==> config.mk <==
export PLATFORM = sky130hd
export DESIGN_NAME = sprite_draw_scheduler
export DESIGN_NICKNAME = d
export VERILOG_FILES = /design/src/rtl/sprite_draw_scheduler.sv
export SDC_FILE = /design/constraint.sdc
export NUM_CORES = 1
export LEC_CHECK = 0
export BUFFER_PORTS_ARGS = -buffer_cell sky130_fd_sc_hd__buf_2
export CAP_MARGIN = 5
export CORE_AREA = 2 2 192 194
export CTS_BUF_LIST = sky130_fd_sc_hd__clkbuf_8
export DETAILED_ROUTE_END_ITERATION = 16
export DIE_AREA = 0 0 194 196
export GPL_TIMING_DRIVEN = 0
export PLACE_DENSITY = 0.82
export SLEW_MARGIN = 40
export SYNTH_ARGS = -nofsm -noshare
export SYNTH_HDL_FRONTEND = slang
export SYNTH_SLANG_ARGS = --single-unit
==> constraint.sdc <==
create_clock -name Clk -period 10.55 [get_ports Clk]
set_input_delay 0 -clock Clk [delete_from_list [all_inputs] [get_ports Clk]]
set_output_delay 0 -clock Clk [all_outputs]
set_load 0.005 [all_outputs]
==> src/rtl/sprite_draw_scheduler.sv <==
// Per-frame sprite draw sequencer: buffers host draw commands and replays a committed
// batch (optional clear, then draws in order) against graphics_accelerator on the next frame tick.
module sprite_draw_scheduler #(
  parameter int DEPTH    = 16,
  parameter int TIMEOUT  = 4000000,
  parameter int CLEAR_EN = 1
) (
  input  logic                     Clk,
  input  logic                     Reset_n,
  input  logic                     cmd_valid,
  output logic                     cmd_ready,
  input  logic [3:0]               cmd_sheetX,
  input  logic [2:0]               cmd_sheetY,
  input  logic [9:0]               cmd_imgX,
  input  logic [9:0]               cmd_imgY,
  input  logic                     commit,
  input  logic                     frame_clk,
  input  logic                     gfx_done,
  output logic [3:0]               spritesheetX,
  output logic [2:0]               spritesheetY,
  output logic [9:0]               imgX,
  output logic [9:0]               imgY,
  output logic                     draw_start,
  output logic                     clear_start,
  output logic                     busy,
  output logic [$clog2(DEPTH):0]   fifo_count,
  output logic                     batch_done,
  output logic                     timeout_err
);

  localparam int AW = $clog2(DEPTH);
  localparam int CW = AW + 1;
  localparam int TW = $clog2(TIMEOUT + 1);

  typedef enum logic [2:0] {
    IDLE, WAIT_FRAME, CLR, CLR_REL, NEXT, DRAW, DRAW_REL, FIN
  } state_t;

  state_t          state_q;
  logic [26:0]     mem_q [DEPTH];
  logic [AW-1:0]   wr_ptr_q, rd_ptr_q, rd_ptr_d;
  logic [CW-1:0]   count_q, count_d, batch_q, pop_n;
  logic [TW-1:0]   wcnt_q;
  logic            frame_q, pending_q;
  logic            clear_start_q, draw_start_q, batch_done_q, timeout_err_q;
  logic [3:0]      sheet_x_q;
  logic [2:0]      sheet_y_q;
  logic [9:0]      img_x_q, img_y_q;
  logic            push, fe, waiting, progress, abort;

  always_comb begin
    cmd_ready = (count_q != CW'(DEPTH));
    push      = cmd_valid & cmd_ready;
    fe        = frame_clk & ~frame_q;
    waiting   = (state_q == CLR) || (state_q == CLR_REL) ||
                (state_q == DRAW) || (state_q == DRAW_REL);
    progress  = (((state_q == CLR) || (state_q == DRAW)) && gfx_done) ||
                (((state_q == CLR_REL) || (state_q == DRAW_REL)) && !gfx_done);
    abort     = waiting && !progress && (wcnt_q == TW'(TIMEOUT - 1));
    // An abort discards every entry still owed to the current batch in one step.
    pop_n     = '0;
    if (abort)
      pop_n = batch_q;
    else if ((state_q == NEXT) && (batch_q != '0))
      pop_n = CW'(1);
    count_d   = count_q + CW'(push) - pop_n;
    rd_ptr_d  = rd_ptr_q + pop_n[AW-1:0];
  end

  always_ff @(posedge Clk) begin
    if (push)
      mem_q[wr_ptr_q] <= {cmd_sheetX, cmd_sheetY, cmd_imgX, cmd_imgY};
  end

  always_ff @(posedge Clk) begin
    if (!Reset_n) begin
      state_q       <= IDLE;
      wr_ptr_q      <= '0;
      rd_ptr_q      <= '0;
      count_q       <= '0;
      batch_q       <= '0;
      wcnt_q        <= '0;
      frame_q       <= 1'b0;
      pending_q     <= 1'b0;
      clear_start_q <= 1'b0;
      draw_start_q  <= 1'b0;
      batch_done_q  <= 1'b0;
      timeout_err_q <= 1'b0;
      sheet_x_q     <= '0;
      sheet_y_q     <= '0;
      img_x_q       <= '0;
      img_y_q       <= '0;
    end else begin
      frame_q      <= frame_clk;
      count_q      <= count_d;
      rd_ptr_q     <= rd_ptr_d;
      batch_done_q <= 1'b0;
      if (push)
        wr_ptr_q <= wr_ptr_q + AW'(1);
      if (commit)
        pending_q <= 1'b1;
      if (waiting)
        wcnt_q <= wcnt_q + TW'(1);
      if (abort) begin
        clear_start_q <= 1'b0;
        draw_start_q  <= 1'b0;
        timeout_err_q <= 1'b1;
        batch_q       <= '0;
        batch_done_q  <= 1'b1;
        state_q       <= FIN;
      end else begin
        case (state_q)
          IDLE: if (pending_q) begin
            pending_q <= 1'b0;
            batch_q   <= count_q;
            state_q   <= WAIT_FRAME;
          end
          WAIT_FRAME: if (fe) begin
            wcnt_q  <= '0;
            state_q <= (CLEAR_EN != 0) ? CLR : NEXT;
          end
          CLR: if (gfx_done) begin
            clear_start_q <= 1'b0;
            wcnt_q        <= '0;
            state_q       <= CLR_REL;
          end else begin
            clear_start_q <= 1'b1;
          end
          CLR_REL: if (!gfx_done) state_q <= NEXT;
          NEXT: if (batch_q == '0) begin
            batch_done_q <= 1'b1;
            state_q      <= FIN;
          end else begin
            {sheet_x_q, sheet_y_q, img_x_q, img_y_q} <= mem_q[rd_ptr_q];
            batch_q <= batch_q - CW'(1);
            wcnt_q  <= '0;
            state_q <= DRAW;
          end
          DRAW: if (gfx_done) begin
            draw_start_q <= 1'b0;
            wcnt_q       <= '0;
            state_q      <= DRAW_REL;
          end else begin
            draw_start_q <= 1'b1;
          end
          DRAW_REL: if (!gfx_done) state_q <= NEXT;
          default: state_q <= IDLE;
        endcase
      end
    end
  end

  assign spritesheetX = sheet_x_q;
  assign spritesheetY = sheet_y_q;
  assign imgX         = img_x_q;
  assign imgY         = img_y_q;
  assign draw_start   = draw_start_q;
  assign clear_start  = clear_start_q;
  assign busy         = (state_q != IDLE);
  assign fifo_count   = count_q;
  assign batch_done   = batch_done_q;
  assign timeout_err  = timeout_err_q;

endmodule

==> flow_summary.ini, run 1 <==
[sta]
maxSlewViolCount = 0
min_period_ns = 3.64
max_slew_margin = 0.418
grt_setup_unrepaired = false
hold_viol = 0
post-route-period-util = 0.345
postLayoutSetupSlackWorst_ns = 6.91
fmax_mhz = 275
setup_viol = 0
skew_ns = 0.0281
worstMarginPinSlew_ns = 0.872
finalSetupTns_ns = 0

[cells_and_area]
nets = 1411
final_common_cell = edfxtp_1
diodes = 0
most-common-layout-cells = 432 x edfxtp_1, 167 x nand2_1, 108 x mux4_2
area_delta_synth_final_pct = 16.8
drive_gt1_frac = 0.260
nFillCells = 2378

[worst_setup_path]
crit_arrival_ns = 4.15
r2r_cells = 16
crit_type = flop to flop
r2r_end = fifo_count[4]
r2r-start = wcnt_q[12]
startpoint_type = flop
endpoint_kind = flop
r2r_slack_ns = 6.91
critPathLaunch = wcnt_q[12]
crit_fanout = 10
crit_required_ns = 11.06

[route]
drc = 0
routed_wl_um = 44900
via_per_inst = 6.01
first_pass_iters = 6
final_antenna_net_count = 0
wire_per_inst_um = 23.8
vias = 11400
first_iter_violations = 1300

[floorplan]
core-area_um2 = 36100
die_area_um2 = 38000
rows = 70
fp.dieW_um = 194
start_util = 0.551
ios = 71
die_h_um = 196

[global_route]
antenna_found_initial = 0
overflow = 0
grt_usage = 0.242
grt_pass1_wl_um = 68700
grt_max_degree = 17
grt_pass1_vias = 11700

[clock_tree]
insertion_delay_ns = 0.63
cts_tree = done
root_buffer = clkbuf_8
clk_pin_slew_ns = 0.06
post_cts_buffers = 0
cts_buffers = 80
h-tree-depth = 3
ctsLongestPathBuffers = 3
cts_sinks = 508

[yosys]
ys.flop_type = edfxtp_1
synthArstFlopShare = 0
ys_types = 54
yosys_warnings = 0
synth_seq_cells = 508
synth_area_um2 = 19900
yosysSeqAreaShare = 0.729
synth.top_cells.by_area = edfxtp_1 65%, mux4_2 12%, dfxtp_1 7.7%
syn-instance-count = 1135
yosysTopAreaCell = edfxtp_1
mappedNetlistNets = 1188
syn_avg_cell_area_um2 = 17.5
yosysTopAreaCellShare = 0.653
synth_edf_count = 432

[placement]
gp_congestion = 0.807
port_buffers = 69
hpwl_um = 29300
dp_slack_ns = 6.93

[worst_hold_path]
hold_class = input pin to flop
hold_start = frame_clk
hold_depth = 3
hold_path_end = frame_q

[pwr]
powerDensity_nw_per_um2 = 178
ir_drop_v = 0.000121
power_leakage_nw = 8.02

[run]
timing.max_cap.violations = 0

[run_status]
status = completed
-- where the power goes --
group / leakage, nW / total, mW / switching, mW / internal (mW)
combinational: 2.62 / 0.289 / 0.169 / 0.120
sequential: 4.52 / 2.27 / 0.0284 / 2.24
clock: 0.890 / 1.56 / 0.756 / 0.807
-- worst max-delay path: stages (launching register included) --
cell and delay (ns):
dfxtp_1 0.34, or4_4 0.55, nor4_2 0.40, and3_1 0.25, buf_6 0.15, nand2_1 0.06, nand2_1 0.11, ha_1 0.24
inv_1 0.06, ha_1 0.16, inv_1 0.06, fa_1 0.38, nand2b_1 0.18, a21oi_1 0.18, xnor2_1 0.10, and3_1 0.18
o21a_1 0.16
-- final cells by class --
| class | count | area [um^2] | share of cell area |
|---|---|---|---|
| Timing Repair Buffer | 141 | 1130 | 0.0487 |
| Inverter | 16 | 60.1 | 0.00259 |
| Clock inverter | 61 | 320 | 0.0138 |
| Sequential cell | 508 | 14500 | 0.624 |
| Buffer | 56 | 263 | 0.0113 |
| Tap cell | 468 | 586 | 0.0252 |
| Multi-Input combinational cell | 555 | 5170 | 0.223 |
| Clock buffer | 86 | 1180 | 0.0510 |
-- metrics by stage --
| step | hold WS (ns) | instance area [um^2] | cells | power (mW) | util |
|---|---|---|---|---|---|
| detailed placement | 0.261 | 21400 | 1712 | 2.59 | 0.593 |
| floorplan | 0.0989 | 19900 | 1135 | 2.47 | - |
| global route | 0.158 | 23200 | 1891 | 4.26 | 0.643 |
| global placement | 0.240 | 20800 | 1672 | 2.55 | 0.577 |
| finish | 0.173 | 23200 | 1891 | 4.12 | 0.643 |
| CTS | 0.152 | 23200 | 1891 | 4.14 | 0.643 |
-- flip-flops by register name, summed over array words and instances, names as in the netlist, 5 cells and up --
| signal | cells |
|---|---|
| batch_q | 5 |
| fifo_count | 5 |
| imgX | 10 |
| imgY | 10 |
| mem_q | 432 |
| wcnt_q | 22 |
-- metal layers --
| layer | up-vias | global-route usage | routed length, um |
|---|---|---|---|
| met5 | - | 0 | 0 |
| met4 | 0 | 0.0915 | 1350 |
| met3 | 100 | 0.0454 | 4100 |
| met2 | 669 | 0.402 | 22500 |
| met1 | 5694 | 0.321 | 17000 |
| li1 | 4905 | - | - |
-- cell usage after synthesis, drive strengths merged, types with 2 or more instances --
library cell  instances
edfxtp              432
nand2               167
mux4                108
dfxtp                76
nor2                 48
a21oi                42
buf                  28
clkbuf               28
a221o                27
xor2                 20
ha                   18
inv                  16
and2                 14
xnor2                13
nand4                10
nor3                 10
nand3                 9
and3                  6
nand2b                6
nor2b                 6
o21ai                 6
a211oi                5
o21a                  5
and4                  4
o22ai                 4
nand4b                3
a21o                  2
fa                    2
nand3b                2
nor4                  2
-- kinds of logic after synthesis --
group / synth area share
mux: 0.123
buf+inv: 0.0161
xor+xnor: 0.0145
fa+ha+maj: 0.0133
flops: 0.729
simple gates: 0.0682
compound gates: 0.0358
-- repair_timing --
item,CTS,global route
endpoints found under the hold margin,457,0
hold buffers,32,0
gates resized for setup,0,0
-- how the worst max path moves through the flow --
stage | end | cells after the start | slack [ns]
2_1_floorplan | mem_q[3][0] | 4 | 7.10
5_1_grt | fifo_count[4] | 16 | 6.65
6_report | fifo_count[4] | 16 | 6.91
4_1_cts | fifo_count[4] | 16 | 6.90
3_3_place_gp | mem_q[3][22] | 4 | 4.59
3_5_place_dp | fifo_count[4] | 16 | 6.93
(Power assumes the default switching activity.)
==> run 2, diff against run 1 <==
- clock period: 10.55 -> 3.4 ns (I/O delays scaled with it)
==> run 2 against run 1 <==
Combinational power increased to 3.4 times the previous value; clock-buffer cell count increased by 3; sequential cell count unchanged; utilization increased by 0.83 points; global-route usage increased by 0.30 points; power increased to 3.2 times the previous value; worst hold slack got worse by 0.026 ns; non-clock buffer count decreased by 2; via count decreased by 0.31%.
==> flow_summary.ini, run 2 (synthesis results as in run 1) <==
[worst_setup_path]
slowest_stage = or4bb_1
path_buf_inv = 3
r2r_slack_ns = 0.03
crit_type = flop to flop
crit_required_ns = 3.93
worstPathCellList = clkbuf_4 > or4bb_1 > o311ai_1 > and3_4 > nand2_2 > nand2_2 > ha_4 > inv_1 > ha_2 > inv_1 > fa_2 > nand2b_4 > a21oi_4 > xnor2_2 > and3_1 > o21a_1
crit_arrival_ns = 3.90
worst_path_largest_cell_delay_ns = 0.52
startpoint_type = flop
crit_fanout = 10
endpoint_kind = flop
critPathTopFamily = simple AND/OR/NAND/NOR gates

[sta]
post-route-period-util = 0.991
max_slew_margin = 0.415
worstMarginPinSlew_ns = 0.877
min_period_ns = 3.37
maxSlewViolCount = 0
hold_viol = 0
skew_ns = 0.0427
postLayoutSetupSlackWorst_ns = 0.0318
setup_viol = 0
fmax_mhz = 297

[placement]
gp_congestion = 0.811
port_buffers = 69
dp_slack_ns = -0.225
hpwl_um = 29200

[cells_and_area]
area_delta_synth_final_pct = 18.3
final_common_cell = edfxtp_1
reg.largest.list = mem_q x432, wcnt_q x22
nets = 1409
drive_gt1_frac = 0.278
largest_reg_flops = 432
most-common-layout-cells = 432 x edfxtp_1, 165 x nand2_1, 108 x mux4_2
diodes = 0
largest_register = mem_q

[global_route]
grt_pass1_wl_um = 68900
grt_max_degree = 18
grt_pass1_vias = 11600
overflow = 0
grt_usage = 0.245
antenna_found_initial = 0

[clock_tree]
clk_pin_slew_ns = 0.06
cts_tree = done
root_buffer = clkbuf_8
ctsLongestPathBuffers = 3
h-tree-depth = 3
cts_sinks = 508
cts_buffers = 80
insertion_delay_ns = 0.66

[floorplan]
ios = 71
die_area_um2 = 38000
rows = 70
start_util = 0.551
core-area_um2 = 36100
fp.dieW_um = 194
die_h_um = 196

[route]
vias = 11300
first_iter_violations = 1125
drc = 0
routed_wl_um = 45700
final_antenna_net_count = 0
wire_per_inst_um = 24.2
via_per_inst = 6.00
first_pass_iters = 7

[pwr]
pwr-share-clk = 0.388
powerDensity_nw_per_um2 = 557
power_frac_seq = 0.537
combinationalPowerShare = 0.075
switching_share = 0.233
power_leakage_nw = 8.07
p_sw_mw = 3.06
ir_drop_v = 0.000428
power_mw = 13.1
intPower_mw = 10.0

[worst_hold_path]
hold_class = input pin to flop

[run]
timing.max_cap.violations = 0

[run_status]
status = completed
[run 2: area by class of cell]
cell class / instances / area, um^2
tap: 468 / 586
inverter: 16 / 60.1
sequential: 508 / 14500
clock inverter: 59 / 378
timing repair buffer: 140 / 1240
clock buffer: 89 / 1220
buffer: 55 / 255
multi-input combinational: 555 / 5270
fill: 2327 / 12600
[run 2: what timing repair did]
item,4_1_cts,5_1_grt
endpoints found under the setup margin,1,1
resized for setup,6,12
buffers inserted,2,8
pin swaps,3,8
hold buffers,33,0
endpoints found under the hold margin,453,0
[run 2: power by group through the flow]
stage	sequential [mW]	combinational [mW]	clock, mW
floorplan	7.15	0.523	0
global placement	7.17	0.749	0
detailed placement	7.17	0.872	0
CTS	7.04	0.930	5.13
global route	7.06	1.08	5.41
finish	7.04	0.984	5.08
[run 2: layer usage]
metal	share of wire	GRT usage
met4	0.039	0.109
met5	0	0
met1	0.37	0.320
met2	0.50	0.401
met3	0.094	0.0507
[run 2: final timing paths]
check,cells past startpoint,from,end
hold reg to reg,1,timeout_err,timeout_err
setup reg to reg,16,state_q[0],fifo_count[4]
setup / recovery,16,state_q[0],fifo_count[4]
hold / removal,3,frame_clk,frame_q
[run 2: through the flow]
stage | TNS [ns] | std cells | instance area [um^2] | utilization | hold slack (ns)
2_1_floorplan | 0 | 1135 | 19900 | - | 0.0989
3_3_place_gp | -291.93 | 1672 | 20800 | 0.577 | 0.238
3_5_place_dp | -0.225 | 1700 | 21400 | 0.594 | 0.255
4_1_cts | 0 | 1882 | 23400 | 0.649 | 0.128
5_1_grt | -0.0850 | 1890 | 23500 | 0.652 | 0.145
6_report | 0 | 1890 | 23500 | 0.652 | 0.148
[run 2: worst min-delay path: stages]
cell,delay (ns)
dlygate4sd3_1,0.52
buf_2,0.12
and2_1,0.11
